[src/rtl/noc_pkg.sv]
// noc_pkg: shared widths, packet layout and injector state encoding for the hypercube NoC
package noc_pkg;

    localparam int NODE_ADDR_W = 4;
    localparam int PAYLOAD_W   = 4;
    localparam int DG_W        = 8;

    typedef struct packed {
        logic [NODE_ADDR_W-1:0] dest;
        logic [PAYLOAD_W-1:0]   payload;
    } dg_pkt_t;

    typedef enum logic [1:0] {
        IDLE,
        SETUP,
        REQ_HI,
        REQ_LO
    } inj_state_e;

endpackage

[src/rtl/noc_sync_fifo.sv]
// noc_sync_fifo: DEPTH-entry synchronous packet FIFO with registered occupancy
module noc_sync_fifo
    import noc_pkg::*;
#(
    parameter int DEPTH = 4
) (
    input  logic    clk,
    input  logic    rst_n,
    input  logic    i_wr_en,
    input  dg_pkt_t i_wr_data,
    input  logic    i_rd_en,
    output dg_pkt_t o_rd_data,
    output logic    o_full,
    output logic    o_empty
);

    localparam int AW = $clog2(DEPTH);

    dg_pkt_t       r_mem [DEPTH];
    logic [AW-1:0] r_wr_ptr;
    logic [AW-1:0] r_rd_ptr;
    logic [AW:0]   r_count;
    logic          w_push;
    logic          w_pop;

    assign o_full    = r_count == (AW+1)'(DEPTH);
    assign o_empty   = r_count == '0;
    assign w_pop     = i_rd_en && !o_empty;
    assign w_push    = i_wr_en && (!o_full || w_pop);
    assign o_rd_data = r_mem[r_rd_ptr];

    // storage write; contents are qualified by the count so need no reset
    always_ff @(posedge clk)
        if (w_push) r_mem[r_wr_ptr] <= i_wr_data;

    // pointers wrap naturally because DEPTH is a power of two
    always_ff @(posedge clk)
        if (!rst_n) begin
            r_wr_ptr <= '0;
            r_rd_ptr <= '0;
            r_count  <= '0;
        end else begin
            if (w_push) r_wr_ptr <= r_wr_ptr + 1'b1;
            if (w_pop) r_rd_ptr <= r_rd_ptr + 1'b1;
            r_count <= r_count + (AW+1)'(w_push) - (AW+1)'(w_pop);
        end

endmodule

[src/rtl/noc_sync_injector.sv]
// noc_sync_injector: buffers client words and drives them onto a node's four-phase generator channel
module noc_sync_injector
    import noc_pkg::*;
#(
    parameter logic [NODE_ADDR_W-1:0] MY_IP = 4'b0000,
    parameter int                     DEPTH = 4,
    parameter int                     CNT_W = 16
) (
    input  logic                   clk,
    input  logic                   rst_n,
    input  logic                   in_valid,
    input  logic [NODE_ADDR_W-1:0] in_dest,
    input  logic [PAYLOAD_W-1:0]   in_payload,
    output logic                   in_ready,
    output logic                   dg_req,
    output logic [DG_W-1:0]        dg_data,
    input  logic                   dg_ack,
    output logic [CNT_W-1:0]       sent_cnt,
    output logic [CNT_W-1:0]       drop_cnt
);

    logic [1:0]       r_ack_sync;
    inj_state_e       r_state;
    logic             r_req;
    dg_pkt_t          r_data;
    logic [CNT_W-1:0] r_sent;
    logic [CNT_W-1:0] r_drop;

    logic             w_full;
    logic             w_empty;
    logic             w_ack_s;
    logic             w_accept;
    logic             w_self;
    logic             w_pop;
    dg_pkt_t          w_wr_data;
    dg_pkt_t          w_rd_data;

    assign in_ready  = !w_full;
    assign w_accept  = in_valid && in_ready;
    assign w_self    = in_dest == MY_IP;
    assign w_pop     = r_state == IDLE && !w_empty;
    assign w_ack_s   = r_ack_sync[1];
    assign w_wr_data = {in_dest, in_payload};
    assign dg_req    = r_req;
    assign dg_data   = r_data;
    assign sent_cnt  = r_sent;
    assign drop_cnt  = r_drop;

    noc_sync_fifo #(.DEPTH(DEPTH)) u_fifo (
        .clk       (clk),
        .rst_n     (rst_n),
        .i_wr_en   (w_accept && !w_self),
        .i_wr_data (w_wr_data),
        .i_rd_en   (w_pop),
        .o_rd_data (w_rd_data),
        .o_full    (w_full),
        .o_empty   (w_empty)
    );

    // two-flop synchronizer: the asynchronous ack is only ever seen through ack_s
    always_ff @(posedge clk)
        if (!rst_n) r_ack_sync <= 2'b00;
        else r_ack_sync <= {r_ack_sync[0], dg_ack};

    // handshake sequencer: data loaded one cycle ahead of req for bundling margin
    always_ff @(posedge clk)
        if (!rst_n) begin
            r_state <= IDLE;
            r_req   <= 1'b0;
            r_data  <= '0;
            r_sent  <= '0;
        end else begin
            case (r_state)
                IDLE: if (w_pop) begin
                    r_data  <= w_rd_data;
                    r_state <= SETUP;
                end
                SETUP: begin
                    r_req   <= 1'b1;
                    r_state <= REQ_HI;
                end
                REQ_HI: if (w_ack_s) begin
                    r_req   <= 1'b0;
                    r_state <= REQ_LO;
                end
                REQ_LO: if (!w_ack_s) begin
                    r_sent  <= r_sent + CNT_W'(~&r_sent);
                    r_state <= IDLE;
                end
                default: r_state <= IDLE;
            endcase
        end

    // self-addressed words are consumed without storage and counted, saturating
    always_ff @(posedge clk)
        if (!rst_n) r_drop <= '0;
        else if (w_accept && w_self) r_drop <= r_drop + CNT_W'(~&r_drop);

endmodule

[config.mk]
export PLATFORM = sky130hd
export DESIGN_NAME = noc_sync_injector
export DESIGN_NICKNAME = d
export VERILOG_FILES = /design/src/rtl/noc_pkg.sv /design/src/rtl/noc_sync_fifo.sv /design/src/rtl/noc_sync_injector.sv
export SDC_FILE = /design/constraint.sdc
export NUM_CORES = 1
export LEC_CHECK = 0
export BUFFER_PORTS_ARGS = -buffer_cell sky130_fd_sc_hd__buf_4
export CAP_MARGIN = 10
export CORE_MARGIN = 2
export CORE_UTILIZATION = 44
export CTS_CLUSTER_DIAMETER = 30
export DETAILED_ROUTE_END_ITERATION = 8
export SLEW_MARGIN = 20
export SYNTH_ARGS = -nofsm -noshare
export SYNTH_HDL_FRONTEND = slang
export SYNTH_SLANG_ARGS = --single-unit
[constraint.sdc]
create_clock -name clk -period 3.7 [get_ports clk]
set_input_delay 0.74 -clock clk [delete_from_list [all_inputs] [get_ports clk]]
set_output_delay 0.74 -clock clk [all_outputs]
set_load 0.02 [all_outputs]
== Yosys cells after proc, flatten, opt, wreduce, memory -nomap -nowiden ==
Memories as Yosys holds them, arrays and structs flattened. A register that Yosys moved wholly into a read port is not among the register bits.
Index checks and enable logic that the tools add are counted.

* Output and inout port bits: 42
* Memories: 1
* ROM bits: 0
* Register bits: 44
* Bits in writable memories: 32
* Latch bits: 0
* Bits of input ports: 12

{| class="wikitable"
|+ Memory list
! name !! words !! width !! rd ports !! clocked after Yosys merged registers in !! wr ports !! RTL line !! RTL
|-
| u_fifo.r_mem || 4 || 8 || 1 || 1 || 1 || noc_sync_fifo.sv:19 || <nowiki>dg_pkt_t r_mem [DEPTH];</nowiki>
|}

* Bitwise logic cells: 1
* Equal/unequal tests: 7
* Divide/modulo/power cells: 0
* Reductions and logical operators: 23
* Mux-type cells: 8
* Add/sub/neg operators: 6
* Magnitude comparators: 0
* Multiply operators: 0
* Shift-type cells: 0

{| class="wikitable"
|+ Operators with widths
! kind !! number
|-
| adder 16 x 1 -> 16 bit || 2
|-
| AND reduction 16 bit || 2
|-
| case mux 2 bit (4 select lines) || 1
|-
| logical AND 1 bit || 6
|-
| logical NOT 1 bit || 6
|-
| two-way mux 2 bit || 3
|-
| AND reduction 2 bit || 3
|-
| adder 2 x 1 -> 2 bit, second input constant || 2
|-
| == test 2 bit, second input constant || 2
|-
| logical NOT 4 bit || 1
|-
| != test 2 bit, second input constant || 2
|-
| adder 3 x 1 -> 3 bit || 1
|-
| == test 3 bit, second input constant || 1
|-
| logical NOT 3 bit || 1
|-
| two-way mux 1 bit || 3
|-
| AND reduction 3 bit || 1
|-
| subtractor 3 x 1 -> 3 bit || 1
|-
| == test 2 x 1 -> 1 bit, second input constant || 1
|-
| logical NOT 2 bit || 1
|-
| != test 2 x 1 -> 1 bit, second input constant || 1
|-
| case mux 1 bit (2 select lines) || 1
|-
| nonzero test 2 bit || 1
|-
| logical OR 1 bit || 1
|-
| inverter 1 bit || 1
|}

== Longest topological paths before layout ==
* Word-level depth: 8
* Mapped depth: 13
* Depth with buffers taken out: 11

== Hierarchy ==
Synthesis repeated with hierarchy kept, for this count alone.

* Cell total of the unflattened synthesis: 337
* Area total of the unflattened synthesis: 3777.4 um^2

{| class="wikitable"
|+ By module, submodules not included
! module !! area an instance (um^2) !! instances !! cells each
|-
| noc_sync_injector || 2147.1 || 1 || 248
|-
| noc_sync_fifo || 1630.3 || 1 || 89
|}

== Least setup slack after synthesis ==
No wires, ideal clock.

* Path kind: input-to-reg
* From: in in_dest[1]
* To: reg u_fifo.r_count[2]
* Path buffers: 1
* Arrival: 2527 ps
* Path slack: 1046 ps
* Stages: 8
* Setup time: 128 ps
* Data required time: 3572 ps
* Cells stage by stage: nor4_4 -> and3b_2 -> clkbuf_1 -> ha_1 -> fa_1 -> xnor2_1 -> xnor2_1 -> nor2_1

* Word-level cells in the longest chain between the ends: 6

{| class="wikitable"
|+ Ends and longest elaborated chain
! element !! RTL line !! RTL
|-
| start: declaration || noc_sync_injector.sv:12 || <nowiki>input logic [NODE_ADDR_W-1:0] in_dest,</nowiki>
|-
| logical NOT 4 bit || noc_sync_injector.sv:40 || <nowiki>assign w_self = in_dest == MY_IP;</nowiki>
|-
| logical NOT 1 bit || noc_sync_injector.sv:52 || <nowiki>.i_wr_en (w_accept && !w_self),</nowiki>
|-
| logical AND 1 bit || noc_sync_injector.sv:52 ||
|-
| logical AND 1 bit || noc_sync_fifo.sv:29 || <nowiki>assign w_push = i_wr_en && (!o_full || w_pop);</nowiki>
|-
| named net u_fifo.w_push || noc_sync_fifo.sv:23 || <nowiki>logic w_push;</nowiki>
|-
| adder 3 x 1 -> 3 bit || noc_sync_fifo.sv:45 || <nowiki>r_count <= r_count + (AW+1)'(w_push) - (AW+1)'(w_pop);</nowiki>
|-
| subtractor 3 x 1 -> 3 bit || noc_sync_fifo.sv:45 ||
|-
| end signal: assignment || noc_sync_fifo.sv:45 ||
|-
| end: declaration || noc_sync_fifo.sv:22 || <nowiki>logic [AW:0] r_count;</nowiki>
|}

The timed path passes the listed nets, and every way through them passes these cells.
A chain may end at the register's enable or synchronous reset.

== Worst setup path in the final report ==
* From: reg r_state[0]
* To: reg u_fifo.r_count[2]

* Word-level cells in the longest chain between the ends: 7

{| class="wikitable"
|+ Ends and longest elaborated chain
! element !! RTL line !! RTL
|-
| start: declaration || noc_sync_injector.sv:23 || <nowiki>inj_state_e r_state;</nowiki>
|-
| start signal: assignment || noc_sync_injector.sv:68 || <nowiki>r_state <= IDLE;</nowiki>
|-
| start signal: assignment || noc_sync_injector.sv:76 || <nowiki>r_state <= SETUP;</nowiki>
|-
| start signal: assignment || noc_sync_injector.sv:80 || <nowiki>r_state <= REQ_HI;</nowiki>
|-
| logical NOT 2 bit (*) || noc_sync_injector.sv:41 || <nowiki>assign w_pop = r_state == IDLE && !w_empty;</nowiki>
|-
| logical AND 1 bit (*) || noc_sync_injector.sv:41 ||
|-
| logical AND 1 bit (*) || noc_sync_fifo.sv:28 || <nowiki>assign w_pop = i_rd_en && !o_empty;</nowiki>
|-
| logical OR 1 bit || noc_sync_fifo.sv:29 ||
|-
| logical AND 1 bit || noc_sync_fifo.sv:29 ||
|-
| adder 3 x 1 -> 3 bit || noc_sync_fifo.sv:45 ||
|-
| subtractor 3 x 1 -> 3 bit (*) || noc_sync_fifo.sv:45 ||
|}

Mark *: on every way between the ends. The rest lies on a longest branch, timed or not.

==> metrics.txt <==
setup bufs post-CTS=0; dpl cells=around 480; Ys Warns=0; Mapped Area=3670 um2; core area=8130 um2; initial antenna violation count=0; Crit. End Element=flop; Max Fanout on Critical Path=11; share of cells above drive strength 1=approximately a fifth; number of port buffers=53; DRT Pass-1 Iters=4; Worst slew margin=approximately 58%; die area=roughly 9100 um2; Inserted Clock Buffers=9; CP arrival=3.00 ns; Leakage=approximately 1.7 nW; PD cells=577 nW/um2; clock root cell=clkbuf_8; max-cap check violation count=0; Synth cell types=40; Pins Over Slew Limit=0; Post-CTS Resized=0; gpl congestion=0.782; Seq cells post-synth=84; Required @ worst endpoint=3.92 ns; clock skew=a little over 0.009 ns; Post-Syn Nets=360; vias in the first global route=about 2500; total track usage=between 10% and 20%; Multi-input gate area=~1600 um2; Yosys top cell by area=dfxtp_1; Worst Tran Pin Value=0.632 ns; crit path launch type=flop; Synth-to-Final Area Change=19.8%; CTS max path bufs=2; Final period util=75.2%; pin count of the biggest net entering global routing=26; sequential cell area=2000 um2; first-pass GRT wire length=11900 um; CTS tree=yes; diode count=0; DRC=0; worst setup path category=flop to flop; Synth top area share=28.3%; # setup viols final=0; via count=2595; H-tree Lvls=3; # IOs=between 50 and 60; row cnt=33; unrepaired setup endpoints after global routing=false; Final Hold Viols=0; non-filler cells, final=494; Fmax=359 MHz; clk_lat worst skew=around 0.34 ns; hold buffers post-CTS=0; Layout Nets=413; Post-DRT Antenna Nets=0; initial core utilization=a little under half; die width=95.4 um; clock transition at the registers of the reported paths=0.08 ns; clock sink count=84; Async S/R FF share, synth=0%; sequential share of the synthesized area=54.5%; dominant synthesized flop cell=dfxtp_1; fill count=712; setup TNS=0 ns; syn_area_per_cell=~11 um2; Synth Instances=about 330; routed wire length per instance=about 15 um; peak supply drop=0.000221 V; Die Y-Extent=95.4 um; DRT Wirelength=roughly 7300 um; Starting DRT DRC Count=70; Vias per Instance=5.25; ranking of synthesized cells by area=dfxtp_1 28%, edfxtp_1 26%, ha_1 5.4%; Post-synth EDFFs=32; status=finished clean; GRT overflow=0; hold crit path type=flop to flop; Final min period=2.78 ns; post-DP HPWL=5160 um
[registers in the layout, indices dropped and copies added, names as in the netlist, 3 cells and up]
| signal | flops |
|---|---|
| u_fifo.r_count | 3 |
| sent_cnt | 16 |
| drop_cnt | 16 |
| u_fifo.r_mem | 32 |
| dg_data | 8 |
[cell usage in the layout, fill, tap and decap left out, types with 2 or more instances in the layout]
| master | synthesis | layout |
|---|---|---|
| buf_4 | 0 | 54 |
| and2_1 | 8 | 8 |
| clkbuf_8 | 0 | 9 |
| o21ai_0 | 7 | 7 |
| nor3_1 | 6 | 6 |
| inv_1 | 11 | 11 |
| bufinv_16 | 0 | 3 |
| nor2b_1 | 3 | 3 |
| nor4_1 | 6 | 6 |
| clkinv_1 | 1 | 2 |
| and3_1 | 4 | 4 |
| nand2_1 | 33 | 33 |
| o31ai_1 | 2 | 2 |
| nand3_1 | 11 | 11 |
| edfxtp_1 | 32 | 32 |
| mux2i_1 | 10 | 10 |
| ha_1 | 16 | 16 |
| or4_1 | 2 | 2 |
| nand4_2 | 2 | 2 |
| xor2_1 | 6 | 6 |
| or3_1 | 8 | 8 |
| nor2_1 | 30 | 30 |
| xnor2_1 | 14 | 14 |
| nand2b_1 | 5 | 5 |
| nand4_1 | 12 | 12 |
| mux4_2 | 8 | 8 |
| dfxtp_1 | 52 | 52 |
| a21oi_1 | 18 | 18 |
[cell families (layout without fill, tap and decap cells)]
group / after synthesis / in the layout / share of synthesized area (%)
simple gates: 139 / 139 / 20.3
flops: 84 / 84 / 54.5
xor+xnor: 20 / 20 / 4.77
fa+ha+maj: 17 / 17 / 5.99
compound gates: 29 / 29 / 4.26
buf+inv: 24 / 82 / 2.55
mux: 18 / 18 / 7.63
[stage by stage]
stage	cell area (um2)	worst slack, ns	hold WS [ns]	util (%)	power, W
floorplan	3670	1.05	0.412	-	0.00162
global placement	4160	0.876	0.420	51.2	0.00178
detailed placement	4160	0.844	0.432	51.2	0.00180
CTS	4400	0.891	0.452	54.1	0.00257
global route	4400	0.673	0.483	54.1	0.00270
finish	4400	0.917	0.446	54.1	0.00254
[cells in the mapped netlist (2+ instances only)]
master    instances
nand2b_1          5
nor2_1           30
nor2b_1           3
o31ai_1           2
nor3_1            6
and2_1            8
clkbuf_1          8
nand2_1          33
mux2i_1          10
nand4_1          12
mux4_2            8
ha_1             16
or3_1             8
nor4_1            6
inv_1            11
xor2_1            6
dfxtp_1          52
buf_2             3
edfxtp_1         32
nand3_1          11
and3_1            4
or4_1             2
o21ai_0           7
xnor2_1          14
nand4_2           2
a21oi_1          18
[worst paths after layout]
path | start | to | slack (ns) | cells after the start
setup / recovery | r_state[0] | u_fifo.r_count[2] | 0.92 | 11
hold / removal | r_ack_sync[0] | r_ack_sync[1] | 0.45 | 1
setup reg to reg | r_state[0] | u_fifo.r_count[2] | 0.92 | 11
hold reg to reg | r_ack_sync[0] | r_ack_sync[1] | 0.45 | 1
[worst max-delay path: stages (launching register included)]
cell and delay (ns):
dfxtp_1 0.38, inv_1 0.10, ha_1 0.21, nand2b_1 0.30, inv_1 0.29, ha_1 0.36, inv_1 0.04, ha_1 0.19
fa_1 0.43, xnor2_1 0.17, xnor2_1 0.14, nor2_1 0.05
[routing by layer]
metal  share of wire (%)  track usage (%)  vias up  wire [um]
li1                    -                -     1292          -
met1                  49             23.7     1257       3580
met2                  46             26.8       41       3370
met3                 3.9             4.27        5        283
met4                0.81             5.24        0         59
met5                   0                0        -          0
[power by group]
group          internal [W]  total, W  leakage [nW]  switching (W)
clock              0.000446  0.000772         0.117       0.000326
combinational      0.000274  0.000607         0.838       0.000334
sequential          0.00107   0.00116         0.715      0.0000866
[layout make-up]
cell class,instances,area share (%)
Sequential cell,84,45.5
Multi-Input combinational cell,223,35.9
Timing Repair Buffer,54,9.21
Tap cell,105,2.99
Clock buffer,9,2.81
Clock inverter,7,2.62
Inverter,12,1.02
(Power assumes the default switching activity.)
